$ cat config.mk
export PLATFORM = sky130hd
export DESIGN_NAME = multi_cycle_controller_flat
export DESIGN_NICKNAME = d
export VERILOG_FILES = /design/src/rtl/multi_cycle_controller_pkg.sv /design/src/rtl/multi_cycle_controller_if.sv /design/src/rtl/multi_cycle_controller_alu_op_decode.sv /design/src/rtl/multi_cycle_controller.sv /design/src/flat_wrapper.sv
export SDC_FILE = /design/constraint.sdc
export NUM_CORES = 1
export LEC_CHECK = 0
export ABC_AREA = 1
export BUFFER_PORTS_ARGS = -buffer_cell sky130_fd_sc_hd__buf_4
export CORE_MARGIN = 5
export CORE_UTILIZATION = 40
export DETAILED_ROUTE_END_ITERATION = 16
export GPL_TIMING_DRIVEN = 0
export HOLD_SLACK_MARGIN = 0.05
export PLACE_DENSITY_LB_ADDON = 0.3
export SLEW_MARGIN = 15
export SYNTH_ARGS = -nofsm -noshare
export SYNTH_HDL_FRONTEND = slang
export SYNTH_HIERARCHICAL = 1
export SYNTH_SLANG_ARGS = --single-unit
$ cat constraint.sdc
create_clock -name clk -period 1.2 [get_ports clk]
set_input_delay 0.24 -clock clk [delete_from_list [all_inputs] [get_ports clk]]
set_output_delay 0.24 -clock clk [all_outputs]
set_load 0.01 [all_outputs]
$ cat src/rtl/multi_cycle_controller_pkg.sv
`default_nettype none
// ============================================================================
// Module      : multi_cycle_controller_pkg
// Description : Shared encodings for the multi-cycle MIPS controller and its
//               datapath: FSM states, opcode/funct values, and the select
//               codes for ALUOp, MemtoReg, RegDst, ALUSrcB and PCSource.
// Revision    : 1.0 - initial release
// ============================================================================
package multi_cycle_controller_pkg;

  // FSM state encodings; the raw value is exported on the State debug port.
  typedef enum logic [3:0] {
    S_INIT      = 4'd0,
    S_FETCH     = 4'd1,
    S_DECODE    = 4'd2,
    S_MEM_ADDR  = 4'd3,
    S_MEM_READ  = 4'd4,
    S_MEM_WB    = 4'd5,
    S_MEM_WRITE = 4'd6,
    S_EXEC_R    = 4'd7,
    S_R_WB      = 4'd8,
    S_EXEC_I    = 4'd9,
    S_I_WB      = 4'd10,
    S_BRANCH    = 4'd11,
    S_JUMP      = 4'd12,
    S_JAL       = 4'd13,
    S_JR        = 4'd14
  } state_t;

  // Opcodes (instruction bits [31:26])
  localparam logic [5:0] c_OP_RTYPE = 6'h00;
  localparam logic [5:0] c_OP_J     = 6'h02;
  localparam logic [5:0] c_OP_JAL   = 6'h03;
  localparam logic [5:0] c_OP_BEQ   = 6'h04;
  localparam logic [5:0] c_OP_ADDI  = 6'h08;
  localparam logic [5:0] c_OP_ADDIU = 6'h09;
  localparam logic [5:0] c_OP_SLTI  = 6'h0a;
  localparam logic [5:0] c_OP_SLTIU = 6'h0b;
  localparam logic [5:0] c_OP_ANDI  = 6'h0c;
  localparam logic [5:0] c_OP_LUI   = 6'h0f;
  localparam logic [5:0] c_OP_LW    = 6'h23;
  localparam logic [5:0] c_OP_SW    = 6'h2b;

  // Funct codes (instruction bits [5:0]) that need controller attention
  localparam logic [5:0] c_FN_JR    = 6'h08;
  localparam logic [5:0] c_FN_JALR  = 6'h09;

  // ALUOp codes
  localparam logic [2:0] c_ALU_ADD   = 3'd0;
  localparam logic [2:0] c_ALU_SUB   = 3'd1;
  localparam logic [2:0] c_ALU_RTYPE = 3'd2;
  localparam logic [2:0] c_ALU_AND   = 3'd3;
  localparam logic [2:0] c_ALU_SLT   = 3'd4;
  localparam logic [2:0] c_ALU_SLTU  = 3'd5;
  localparam logic [2:0] c_ALU_LUI   = 3'd6;

  // MemtoReg write-back source
  localparam logic [1:0] c_MTR_ALUOUT = 2'b00;
  localparam logic [1:0] c_MTR_MDR    = 2'b01;
  localparam logic [1:0] c_MTR_PC     = 2'b10;

  // RegDst destination select
  localparam logic [1:0] c_RDST_RT = 2'b00;
  localparam logic [1:0] c_RDST_RD = 2'b01;
  localparam logic [1:0] c_RDST_RA = 2'b10;

  // ALUSrcB operand select
  localparam logic [1:0] c_SRCB_RT      = 2'b00;
  localparam logic [1:0] c_SRCB_FOUR    = 2'b01;
  localparam logic [1:0] c_SRCB_IMM     = 2'b10;
  localparam logic [1:0] c_SRCB_IMM_SL2 = 2'b11;

  // PCSource select
  localparam logic [1:0] c_PCS_ALU    = 2'b00;
  localparam logic [1:0] c_PCS_ALUOUT = 2'b01;
  localparam logic [1:0] c_PCS_JUMP   = 2'b10;
  localparam logic [1:0] c_PCS_RS     = 2'b11;

  // R-type instructions that redirect the PC through rs (jr / jalr)
  function automatic logic is_jump_reg(input logic [5:0] funct);
    return (funct == c_FN_JR) || (funct == c_FN_JALR);
  endfunction

endpackage
`default_nettype wire

$ cat src/rtl/multi_cycle_controller_if.sv
`default_nettype none
// ============================================================================
// Module      : multi_cycle_controller_if
// Description : Controller <-> datapath bundle: instruction fields in,
//               control strobes and debug state out.
// Revision    : 1.0 - initial release
// ============================================================================
interface multi_cycle_controller_if;
  logic [5:0] OpCode;
  logic [5:0] Funct;
  logic       PCWrite;
  logic       PCWriteCond;
  logic       IorD;
  logic       MemRead;
  logic       MemWrite;
  logic       IRWrite;
  logic [1:0] MemtoReg;
  logic [1:0] RegDst;
  logic       RegWrite;
  logic       ALUSrcA;
  logic [1:0] ALUSrcB;
  logic [1:0] PCSource;
  logic [2:0] ALUOp;
  logic       ExtOp;
  logic [3:0] State;

  // Controller side
  modport master (
    input  OpCode, Funct,
    output PCWrite, PCWriteCond, IorD, MemRead, MemWrite, IRWrite,
           MemtoReg, RegDst, RegWrite, ALUSrcA, ALUSrcB, PCSource,
           ALUOp, ExtOp, State
  );

  // Datapath side
  modport slave (
    output OpCode, Funct,
    input  PCWrite, PCWriteCond, IorD, MemRead, MemWrite, IRWrite,
           MemtoReg, RegDst, RegWrite, ALUSrcA, ALUSrcB, PCSource,
           ALUOp, ExtOp, State
  );
endinterface
`default_nettype wire

$ cat src/rtl/multi_cycle_controller_alu_op_decode.sv
`default_nettype none
// ============================================================================
// Module      : alu_op_decode
// Description : Maps an I-type opcode to its ALU operation and immediate
//               extension mode for the EXEC_I state.
// Revision    : 1.0 - initial release
// ============================================================================
module alu_op_decode
  import multi_cycle_controller_pkg::*;
(
  input  wire logic [5:0] i_opcode,
  output logic      [2:0] o_alu_op,
  output logic            o_ext_op
);

  // addi/addiu fall through to ADD with sign extension; only andi zero-extends
  always_comb begin
    o_alu_op = c_ALU_ADD;
    o_ext_op = 1'b1;
    case (i_opcode)
      c_OP_ANDI: begin
        o_alu_op = c_ALU_AND;
        o_ext_op = 1'b0;
      end
      c_OP_SLTI:  o_alu_op = c_ALU_SLT;
      c_OP_SLTIU: o_alu_op = c_ALU_SLTU;
      c_OP_LUI:   o_alu_op = c_ALU_LUI;
      default:    o_alu_op = c_ALU_ADD;
    endcase
  end

endmodule
`default_nettype wire

$ cat src/rtl/multi_cycle_controller.sv
`default_nettype none
// ============================================================================
// Module      : multi_cycle_controller
// Description : Moore control FSM for a multi-cycle MIPS subset datapath.
//               Outputs decode from the state register; OpCode/Funct come
//               from the instruction register and are stable after FETCH.
// Revision    : 1.0 - initial release
// ============================================================================
module multi_cycle_controller
  import multi_cycle_controller_pkg::*;
(
  input  wire logic                clk,
  input  wire logic                reset,
  multi_cycle_controller_if.master bus
);

  state_t     r_state;
  state_t     w_next_state;

  logic       w_pc_write;
  logic       w_pc_write_cond;
  logic       w_iord;
  logic       w_mem_read;
  logic       w_mem_write;
  logic       w_ir_write;
  logic [1:0] w_mem_to_reg;
  logic [1:0] w_reg_dst;
  logic       w_reg_write;
  logic       w_alu_src_a;
  logic [1:0] w_alu_src_b;
  logic [1:0] w_pc_source;
  logic [2:0] w_alu_op;
  logic       w_ext_op;

  logic [2:0] w_i_alu_op;
  logic       w_i_ext_op;

  alu_op_decode u_alu_op_decode (
    .i_opcode (bus.OpCode),
    .o_alu_op (w_i_alu_op),
    .o_ext_op (w_i_ext_op)
  );

  // State register; reset forces INIT immediately, even mid-instruction
  always_ff @(posedge clk or posedge reset) begin
    if (reset) begin
      r_state <= S_INIT;
    end else begin
      r_state <= w_next_state;
    end
  end

  // Next-state selection and per-state control decode; unlisted outputs stay 0
  always_comb begin
    w_next_state    = r_state;
    w_pc_write      = 1'b0;
    w_pc_write_cond = 1'b0;
    w_iord          = 1'b0;
    w_mem_read      = 1'b0;
    w_mem_write     = 1'b0;
    w_ir_write      = 1'b0;
    w_mem_to_reg    = c_MTR_ALUOUT;
    w_reg_dst       = c_RDST_RT;
    w_reg_write     = 1'b0;
    w_alu_src_a     = 1'b0;
    w_alu_src_b     = c_SRCB_RT;
    w_pc_source     = c_PCS_ALU;
    w_alu_op        = c_ALU_ADD;
    w_ext_op        = 1'b0;

    case (r_state)
      S_INIT: begin
        w_next_state = S_FETCH;
      end
      S_FETCH: begin
        w_mem_read   = 1'b1;
        w_ir_write   = 1'b1;
        w_alu_src_b  = c_SRCB_FOUR;
        w_pc_write   = 1'b1;
        w_next_state = S_DECODE;
      end
      S_DECODE: begin
        // Speculatively form the branch target into ALUOut
        w_alu_src_b = c_SRCB_IMM_SL2;
        w_ext_op    = 1'b1;
        case (bus.OpCode)
          c_OP_LW, c_OP_SW:  w_next_state = S_MEM_ADDR;
          c_OP_RTYPE:        w_next_state = is_jump_reg(bus.Funct) ? S_JR : S_EXEC_R;
          c_OP_ADDI, c_OP_ADDIU, c_OP_ANDI,
          c_OP_SLTI, c_OP_SLTIU, c_OP_LUI:
                             w_next_state = S_EXEC_I;
          c_OP_BEQ:          w_next_state = S_BRANCH;
          c_OP_J:            w_next_state = S_JUMP;
          c_OP_JAL:          w_next_state = S_JAL;
          default:           w_next_state = S_FETCH;
        endcase
      end
      S_MEM_ADDR: begin
        w_alu_src_a  = 1'b1;
        w_alu_src_b  = c_SRCB_IMM;
        w_ext_op     = 1'b1;
        w_next_state = (bus.OpCode == c_OP_SW) ? S_MEM_WRITE : S_MEM_READ;
      end
      S_MEM_READ: begin
        w_mem_read   = 1'b1;
        w_iord       = 1'b1;
        w_next_state = S_MEM_WB;
      end
      S_MEM_WB: begin
        w_reg_write  = 1'b1;
        w_mem_to_reg = c_MTR_MDR;
        w_next_state = S_FETCH;
      end
      S_MEM_WRITE: begin
        w_mem_write  = 1'b1;
        w_iord       = 1'b1;
        w_next_state = S_FETCH;
      end
      S_EXEC_R: begin
        w_alu_src_a  = 1'b1;
        w_alu_op     = c_ALU_RTYPE;
        w_next_state = S_R_WB;
      end
      S_R_WB: begin
        w_reg_write  = 1'b1;
        w_reg_dst    = c_RDST_RD;
        w_next_state = S_FETCH;
      end
      S_EXEC_I: begin
        w_alu_src_a  = 1'b1;
        w_alu_src_b  = c_SRCB_IMM;
        w_alu_op     = w_i_alu_op;
        w_ext_op     = w_i_ext_op;
        w_next_state = S_I_WB;
      end
      S_I_WB: begin
        w_reg_write  = 1'b1;
        w_next_state = S_FETCH;
      end
      S_BRANCH: begin
        w_alu_src_a     = 1'b1;
        w_alu_op        = c_ALU_SUB;
        w_pc_write_cond = 1'b1;
        w_pc_source     = c_PCS_ALUOUT;
        w_next_state    = S_FETCH;
      end
      S_JUMP: begin
        w_pc_write   = 1'b1;
        w_pc_source  = c_PCS_JUMP;
        w_next_state = S_FETCH;
      end
      S_JAL: begin
        // PC already holds PC+4 from FETCH, which is the link value
        w_pc_write   = 1'b1;
        w_pc_source  = c_PCS_JUMP;
        w_reg_write  = 1'b1;
        w_reg_dst    = c_RDST_RA;
        w_mem_to_reg = c_MTR_PC;
        w_next_state = S_FETCH;
      end
      S_JR: begin
        w_pc_write   = 1'b1;
        w_pc_source  = c_PCS_RS;
        if (bus.Funct == c_FN_JALR) begin
          w_reg_write  = 1'b1;
          w_reg_dst    = c_RDST_RD;
          w_mem_to_reg = c_MTR_PC;
        end
        w_next_state = S_FETCH;
      end
      default: begin
        w_next_state = S_INIT;
      end
    endcase
  end

  assign bus.PCWrite     = w_pc_write;
  assign bus.PCWriteCond = w_pc_write_cond;
  assign bus.IorD        = w_iord;
  assign bus.MemRead     = w_mem_read;
  assign bus.MemWrite    = w_mem_write;
  assign bus.IRWrite     = w_ir_write;
  assign bus.MemtoReg    = w_mem_to_reg;
  assign bus.RegDst      = w_reg_dst;
  assign bus.RegWrite    = w_reg_write;
  assign bus.ALUSrcA     = w_alu_src_a;
  assign bus.ALUSrcB     = w_alu_src_b;
  assign bus.PCSource    = w_pc_source;
  assign bus.ALUOp       = w_alu_op;
  assign bus.ExtOp       = w_ext_op;
  assign bus.State       = r_state;

endmodule
`default_nettype wire

$ cat src/flat_wrapper.sv
// flat-port wrapper written by rule: the top's interface ports become plain ports
module multi_cycle_controller_flat import multi_cycle_controller_pkg::*;
  (clk, reset, bus_OpCode, bus_Funct, bus_PCWrite, bus_PCWriteCond, bus_IorD, bus_MemRead, bus_MemWrite, bus_IRWrite, bus_MemtoReg, bus_RegDst, bus_RegWrite, bus_ALUSrcA, bus_ALUSrcB, bus_PCSource, bus_ALUOp, bus_ExtOp, bus_State);
  multi_cycle_controller_if bus_i ();
  input  wire logic clk;
  input  wire logic reset;
  input wire logic [$bits(bus_i.OpCode)-1:0] bus_OpCode;
  input wire logic [$bits(bus_i.Funct)-1:0] bus_Funct;
  output wire logic [$bits(bus_i.PCWrite)-1:0] bus_PCWrite;
  output wire logic [$bits(bus_i.PCWriteCond)-1:0] bus_PCWriteCond;
  output wire logic [$bits(bus_i.IorD)-1:0] bus_IorD;
  output wire logic [$bits(bus_i.MemRead)-1:0] bus_MemRead;
  output wire logic [$bits(bus_i.MemWrite)-1:0] bus_MemWrite;
  output wire logic [$bits(bus_i.IRWrite)-1:0] bus_IRWrite;
  output wire logic [$bits(bus_i.MemtoReg)-1:0] bus_MemtoReg;
  output wire logic [$bits(bus_i.RegDst)-1:0] bus_RegDst;
  output wire logic [$bits(bus_i.RegWrite)-1:0] bus_RegWrite;
  output wire logic [$bits(bus_i.ALUSrcA)-1:0] bus_ALUSrcA;
  output wire logic [$bits(bus_i.ALUSrcB)-1:0] bus_ALUSrcB;
  output wire logic [$bits(bus_i.PCSource)-1:0] bus_PCSource;
  output wire logic [$bits(bus_i.ALUOp)-1:0] bus_ALUOp;
  output wire logic [$bits(bus_i.ExtOp)-1:0] bus_ExtOp;
  output wire logic [$bits(bus_i.State)-1:0] bus_State;
  assign bus_i.OpCode = bus_OpCode;
  assign bus_i.Funct = bus_Funct;
  assign bus_PCWrite = bus_i.PCWrite;
  assign bus_PCWriteCond = bus_i.PCWriteCond;
  assign bus_IorD = bus_i.IorD;
  assign bus_MemRead = bus_i.MemRead;
  assign bus_MemWrite = bus_i.MemWrite;
  assign bus_IRWrite = bus_i.IRWrite;
  assign bus_MemtoReg = bus_i.MemtoReg;
  assign bus_RegDst = bus_i.RegDst;
  assign bus_RegWrite = bus_i.RegWrite;
  assign bus_ALUSrcA = bus_i.ALUSrcA;
  assign bus_ALUSrcB = bus_i.ALUSrcB;
  assign bus_PCSource = bus_i.PCSource;
  assign bus_ALUOp = bus_i.ALUOp;
  assign bus_ExtOp = bus_i.ExtOp;
  assign bus_State = bus_i.State;
  multi_cycle_controller u_core (.clk(clk), .reset(reset), .bus(bus_i));
endmodule
==> impl_metrics.csv, run 1 <==
group,metric,value,unit
setup_path,crit_type,"flip-flop to output pin",
placed_design,dpl_cell_area,0.00101,mm^2
drt,num_vias,1067,
synthesis,synth_cell_type_count,20,
grt,use_met2,0.349,
drt,viasPerCell,5.31,
floorplan,die_area,0.00258,mm^2
timing,period_minus_slack,1.77,ns
pwr,power_density,2060,mW/mm^2
floorplan,die_w,50.8,um
timing,fin_ws,-0.570,ns
clock_network,cts_made_buffers,3,
timing,fmax,565,MHz
synthesis,ys_seq_elements,4,
timing,finalMaxSlewViolations,0,
synthesis,syn_area,664,um^2
cells_and_area,antenna_cells,0,
synthesis,syn_inst,132,
drt,drt-initial-drc-count,52,
floorplan,rows,14,
pwr,ir_drop,1.25,mV
grt,grt_pass1_wl,3700,um
cells_and_area,largest_reg_flops,4,
drt,drt_first_pass_iters,4,
timing,setup-violations-final,25,
setup_path,worstPathRequired,0.96,ns
synthesis,syn_area_per_cell,5.03,um^2
hold_path,hp-class,"primary input to flip-flop",
grt,grt-ovfl-total,0,
synthesis,syn_nets,146,
placed_design,portBuffers,37,
grt,use_met3,0.0237,
timing,worst_pin_slew,0.244,ns
drt,drc_errors,0,
clock_network,cts_buffer_depth,2,
timing,final-hold-violation-count,0,
flow_run,drv_cap,0,
placed_design,dp_hpwl,1650,um
clock_network,root_buffer,"clkbuf_4",
floorplan,die_h,50.8,um
timing,rsz0062_at_grt,"yes",
drt,drt-total-wl,3160,um
cells_and_area,nets,201,
clock_network,cts_tree,"done",
grt,track_usage,0.182,
setup_path,crit_path_start_kind,"flip-flop",
synthesis,yosys_warnings,6,
clock_network,cts_sinks,4,
cells_and_area,post-route-util,0.845,
drt,drtAntennaViolNets,0,
timing,maxSlewHeadroom,0.837,
timing,finClkSkew,0.00521,ns
clock_network,clk_pin_slew,0.04,ns
cells_and_area,drive_gt1_frac,0.524,
floorplan,start_util,0.431,
cells_and_area,area_growth,96.0,%
setup_path,cp.arrival,1.53,ns
placed_design,routabilityCongestion,0.864,
clock_network,cts_htree_levels,1,
cells_and_area,fin_area,0.00130,mm^2
cells_and_area,fill_cells,81,
grt,antenna_found_initial,0,
setup_path,crit_fanout,6,
timing,holdWs,0.417,ns
grt,grt_pass1_vias,845,
run_status,status,"finished, violations left",
pwr,p_leak,0.694,nW
floorplan,io_pins,38,
grt,grt_use_met1,0.198,
timing,period_share,1.48,
drt,routedWlPerCell,15.7,um
setup_path,crit_path_end_kind,"output pin",
floorplan,core,0.00154,mm^2
grt,grt_max_degree,9,
synthesis,yosysSeqAreaShare,0.151,
run_status,violations,"setup timing",
grt,busiest_layer,"met2",
clock_network,clock_latency,0.24,ns
-- stage by stage --
stage               TNS [ns]  setup WS (ns)  power, mW  std cells
finish                 -9.18         -0.570       2.68        201
global route          -10.65         -0.601       2.83        201
CTS                    -6.18         -0.375       2.15        197
detailed placement     -1.82         -0.253       1.62        185
global placement       -1.51         -0.236       1.58        185
floorplan             -0.109        -0.0269       1.05        132
-- routing by layer --
| metal | routed length (um) | up-vias | share of wire |
|---|---|---|---|
| met2 | 1640 | 70 | 0.52 |
| met5 | 0 | - | 0 |
| met1 | 1210 | 481 | 0.38 |
| met3 | 274 | 4 | 0.087 |
| li1 | - | 512 | - |
| met4 | 38 | 0 | 0.012 |
-- synth_stat cells (all sizes together) --
library cell	number	area [um^2]
nand2	34	130
o211ai	1	7.51
a21oi	1	5.00
dfrtp	4	100
o21ai	5	25.0
nor2	40	173
nor3	1	5.00
o221ai	1	8.76
nand3	12	65.1
nand4	2	12.5
inv	28	105
nand3b	1	7.51
o311ai	1	16.3
clkinv	1	3.75
-- final cells by class --
cell class                      instances  area (um^2)  area share
Multi-Input combinational cell         99          593       0.455
Timing Repair Buffer                   50          438       0.336
Inverter                               29          124      0.0951
Sequential cell                         4          105      0.0807
Clock buffer                            3         22.5      0.0173
Tap cell                               16         20.0      0.0154
-- kinds of logic after synthesis --
| group | share of synthesized area |
|---|---|
| AOI/OAI and AO/OA | 0.0942 |
| buffers and inverters | 0.164 |
| and+or+nand+nor | 0.591 |
| DFF | 0.151 |
-- worst paths after layout --
path,slack [ns],start,to,depth (start not counted)
max in group asynchronous,0.56,reset,u_core/bus.State[1]$_DFF_PP0_,3
max reg2reg,-0.14,u_core/bus.State[2]$_DFF_PP0_,u_core/bus.State[1]$_DFF_PP0_,5
min,0.42,bus_OpCode[3],u_core/bus.State[1]$_DFF_PP0_,3
min reg2reg,0.82,u_core/bus.State[2]$_DFF_PP0_,u_core/bus.State[1]$_DFF_PP0_,3
min in group asynchronous,0.46,reset,u_core/bus.State[0]$_DFF_PP0_,3
max,-0.57,u_core/bus.State[2]$_DFF_PP0_,bus_PCWrite,6
-- where the power goes --
part	total, mW	switching [mW]	internal, mW	leakage, nW
Sequential	0.321	0.119	0.202	0.0457
Clock	0.180	0.0676	0.113	0.0138
Combinational	2.18	1.20	0.979	0.634
Total	2.68	1.39	1.29	0.694
-- repair_timing --
action	in CTS	in global routing
gates resized for setup	25	26
hold endpoints to repair	4	0
setup buffers	8	5
hold buffers	1	0
endpoints found under the setup margin	20	26
pin swaps	8	10
-- critical path: stages, from the launching register on --
cell and delay (ns):
dfrtp_2 0.48, nor2_2 0.26, inv_1 0.15, nor2_4 0.13, inv_1 0.08, o21ai_2 0.06, buf_4 0.14
-- cell usage in the layout, fill, tap and decap left out, types with 2 or more instances in the layout --
cell type	Yosys	final
buf_4	0	34
nand2_1	33	28
nor2_1	35	20
inv_1	27	19
buf_6	0	14
nor2_4	2	13
nand3_1	11	11
nor2_2	3	7
inv_2	1	6
nand2_2	1	4
dfrtp_2	0	4
clkbuf_4	0	3
inv_4	0	3
o21ai_0	4	2
nand4_1	2	2
o21ai_2	0	2
No activity file was read; power rests on OpenSTA's default activity.
==> run 2: changes to the inputs <==
--- a/config.mk
+++ b/config.mk
@@ -5,15 +5,14 @@
 export SDC_FILE = /design/constraint.sdc
 export NUM_CORES = 1
 export LEC_CHECK = 0
-export ABC_AREA = 1
-export BUFFER_PORTS_ARGS = -buffer_cell sky130_fd_sc_hd__buf_4
 export CORE_MARGIN = 5
 export CORE_UTILIZATION = 40
 export DETAILED_ROUTE_END_ITERATION = 16
+export DONT_BUFFER_PORTS = 1
 export GPL_TIMING_DRIVEN = 0
 export HOLD_SLACK_MARGIN = 0.05
 export PLACE_DENSITY_LB_ADDON = 0.3
-export SLEW_MARGIN = 15
+export SLEW_MARGIN = 0
 export SYNTH_ARGS = -nofsm -noshare
 export SYNTH_HDL_FRONTEND = slang
 export SYNTH_HIERARCHICAL = 1
==> run 2 against run 1 <==
  * The run still ends with setup timing left
  * Via count decreased by 16%
  * Global-route usage increased by 0.31 points
  * Combinational power increased by 26%
  * Clock skew decreased by 0.0033 ns
  * Synthesized area increased by 2.1%
  * Maximum frequency increased by 7.2%
  * Critical path type unchanged
  * Largest power group unchanged
==> impl_metrics.csv, run 2 <==
group,metric,value,unit
run_status,status,"finished, violations left",
run_status,violations,"setup timing",
grt,grt_pass1_vias,762,
timing,setup-violations-final,24,
placed_design,portBuffers,0,
timing,final-hold-violation-count,0,
setup_path,crit_path_start_kind,"flip-flop",
floorplan,start_util,0.435,
synthesis,synth_cell_type_count,38,
clock_network,cts_htree_levels,1,
setup_path,cp_cell_sequence,"buf_8 -> nand2b_4 -> nor3_4 -> or2_4",
pwr,ir_drop,1.73,mV
synthesis,synth_top_area_cell,"dfrtp_1",
timing,rsz0062_at_grt,"yes",
setup_path,cp_num_buf_inv,1,
drt,drtAntennaViolNets,0,
pwr,fin_total_pwr,3.21,mW
synthesis,synth_area_leaders,"dfrtp_1, a21oi_1, nand2b_1, nor3b_1, nand2_1",
flow_run,drv_cap,0,
grt,antenna_found_initial,0,
drt,viasPerCell,6.36,
timing,period_share,1.38,
setup_path,crit_fanout,7,
synthesis,ys_seq_elements,4,
synthesis,syn_nets,114,
setup_path,crit_family,"simple AND/OR/NAND/NOR gates",
cells_and_area,final_cell_mix,"buf_6, buf_4, nand2_1",
timing,period_minus_slack,1.65,ns
synthesis,synthFlopType,"dfrtp_1",
floorplan,rows,14,
grt,grt_max_degree,13,
cells_and_area,largest_reg_flops,4,
floorplan,io_pins,38,
grt,grt-ovfl-total,0,
setup_path,cp.arrival,1.41,ns
setup_path,max_stage_delay,0.43,ns
placed_design,routabilityCongestion,0.739,
drt,num_vias,891,
timing,holdWs,0.190,ns
cells_and_area,area_growth,88.4,%
floorplan,die_w,51.2,um
clock_network,cts_tree,"done",
timing,setup_tns,-7.44,ns
cells_and_area,final_common_cell,"buf_6",
floorplan,die_h,51.2,um
timing,fin_ws,-0.451,ns
floorplan,die_area,0.00262,mm^2
setup_path,crit_type,"flip-flop to output pin",
timing,fmax,606,MHz
synthesis,yosys_warnings,6,
cells_and_area,nets,140,
clock_network,clk_pin_slew,0.04,ns
synthesis,syn_area_per_cell,6.78,um^2
cells_and_area,antenna_cells,0,
timing,worst_pin_slew,0.509,ns
pwr,p_leak,0.497,nW
hold_path,hp-class,"primary input to flip-flop",
synthesis,synthArstFlopShare,1.00,
clock_network,cts_sinks,4,
synthesis,syn_inst,100,
synthesis,syn_area,678,um^2
cells_and_area,drive_gt1_frac,0.629,
clock_network,root_buffer,"clkbuf_4",
synthesis,synth_top_area_frac,0.148,
grt,grt_pass1_wl,3740,um
setup_path,crit_path_end_kind,"output pin",
floorplan,core,0.00156,mm^2
setup_path,slowest_stage,"dfrtp_1",
drt,routedWlPerCell,21.0,um
placed_design,dp_hpwl,1510,um
drt,drc_errors,0,
pwr,power_density,2510,mW/mm^2
clock_network,cts_made_buffers,3,
drt,drt-initial-drc-count,20,
grt,track_usage,0.185,
synthesis,yosysSeqAreaShare,0.148,
synthesis,synth-edff-count,0,
placed_design,place_ws,-0.370,ns
timing,maxSlewHeadroom,0.657,
clock_network,cts_buffer_depth,2,
drt,drt_first_pass_iters,4,
timing,finalMaxSlewViolations,0,
clock_network,clock_latency,0.23,ns
drt,drt-total-wl,2940,um
synthesis,synthMostInstantiatedCell,"a21oi_1",
timing,finClkSkew,0.00190,ns
setup_path,worstPathRequired,0.96,ns
synthesis,synth_common_cells,"a21oi_1, nand2_1, nand2b_1, nor2_1, nor3b_1",
==> run 2: power by group <==
group          switching (mW)  leakage [nW]  internal (mW)
clock network          0.0559        0.0138          0.112
registers               0.105        0.0486          0.196
logic                    1.38         0.434           1.36
total                    1.54         0.497           1.66
==> run 2: worst reg2reg max path: stages, from the launching register on <==
cell and delay [ns]:
dfrtp_2 0.48, nor2b_4 0.17, buf_4 0.14, buf_6 0.12
a21boi_4 0.15, nor2_1 0.07, a211o_1 0.30
==> run 2: per-stage QoR <==
stage                     utilization  instances  cell area [um^2]
after floorplan                     -        100               778
after global placement          0.512        116               798
after detailed placement        0.512        116               798
after CTS                       0.663        129              1030
after global routing            0.819        140              1280
final                           0.819        140              1280
==> run 2: cell type report <==
| class | instances | area [um^2] |
|---|---|---|
| multi-input combinational | 86 | 835 |
| tap | 16 | 20.0 |
| sequential | 4 | 101 |
| inverter | 3 | 11.3 |
| fill | 81 | 282 |
| timing repair buffer | 21 | 198 |
| clock buffer | 3 | 22.5 |
| buffer | 7 | 90.1 |
==> run 2: path summary, 6_finish.rpt <==
kind                                               startpoint                            end  slack, ns  cells past startpoint
worst max register to register  u_core/bus.State[3]$_DFF_PP0_  u_core/bus.State[0]$_DFF_PP0_      -0.35                      6
worst max-delay path            u_core/bus.State[1]$_DFF_PP0_                    bus_PCWrite      -0.45                      4
worst min-delay path                            bus_OpCode[4]  u_core/bus.State[1]$_DFF_PP0_       0.19                      3
worst min register to register  u_core/bus.State[3]$_DFF_PP0_  u_core/bus.State[0]$_DFF_PP0_       0.82                      3
max in group asynchronous                               reset  u_core/bus.State[3]$_DFF_PP0_       0.68                      2
min in group asynchronous                               reset  u_core/bus.State[0]$_DFF_PP0_       0.35                      2
==> run 2: logic make-up after synthesis <==
kind of cell           synth area share
XOR/XNOR                         0.0258
multiplexers                     0.0148
AND/OR/NAND/NOR                   0.507
flip-flops                        0.148
buffers and inverters            0.0609
AO/OA/AOI/OAI                     0.244
==> run 2: metal layers <==
layer  wire length [um]  global-route usage
met1               1130               0.238
met5                  0                   0
met2               1360               0.298
met3                247              0.0552
met4                203              0.0538
==> run 2: repair_timing <==
item | in CTS | in global routing
resized for setup | 32 | 40
buffers inserted | 9 | 11
hold endpoints to repair | 4 | 0
setup endpoints to repair | 23 | 24
hold buffers | 1 | 0
pin swaps | 8 | 18
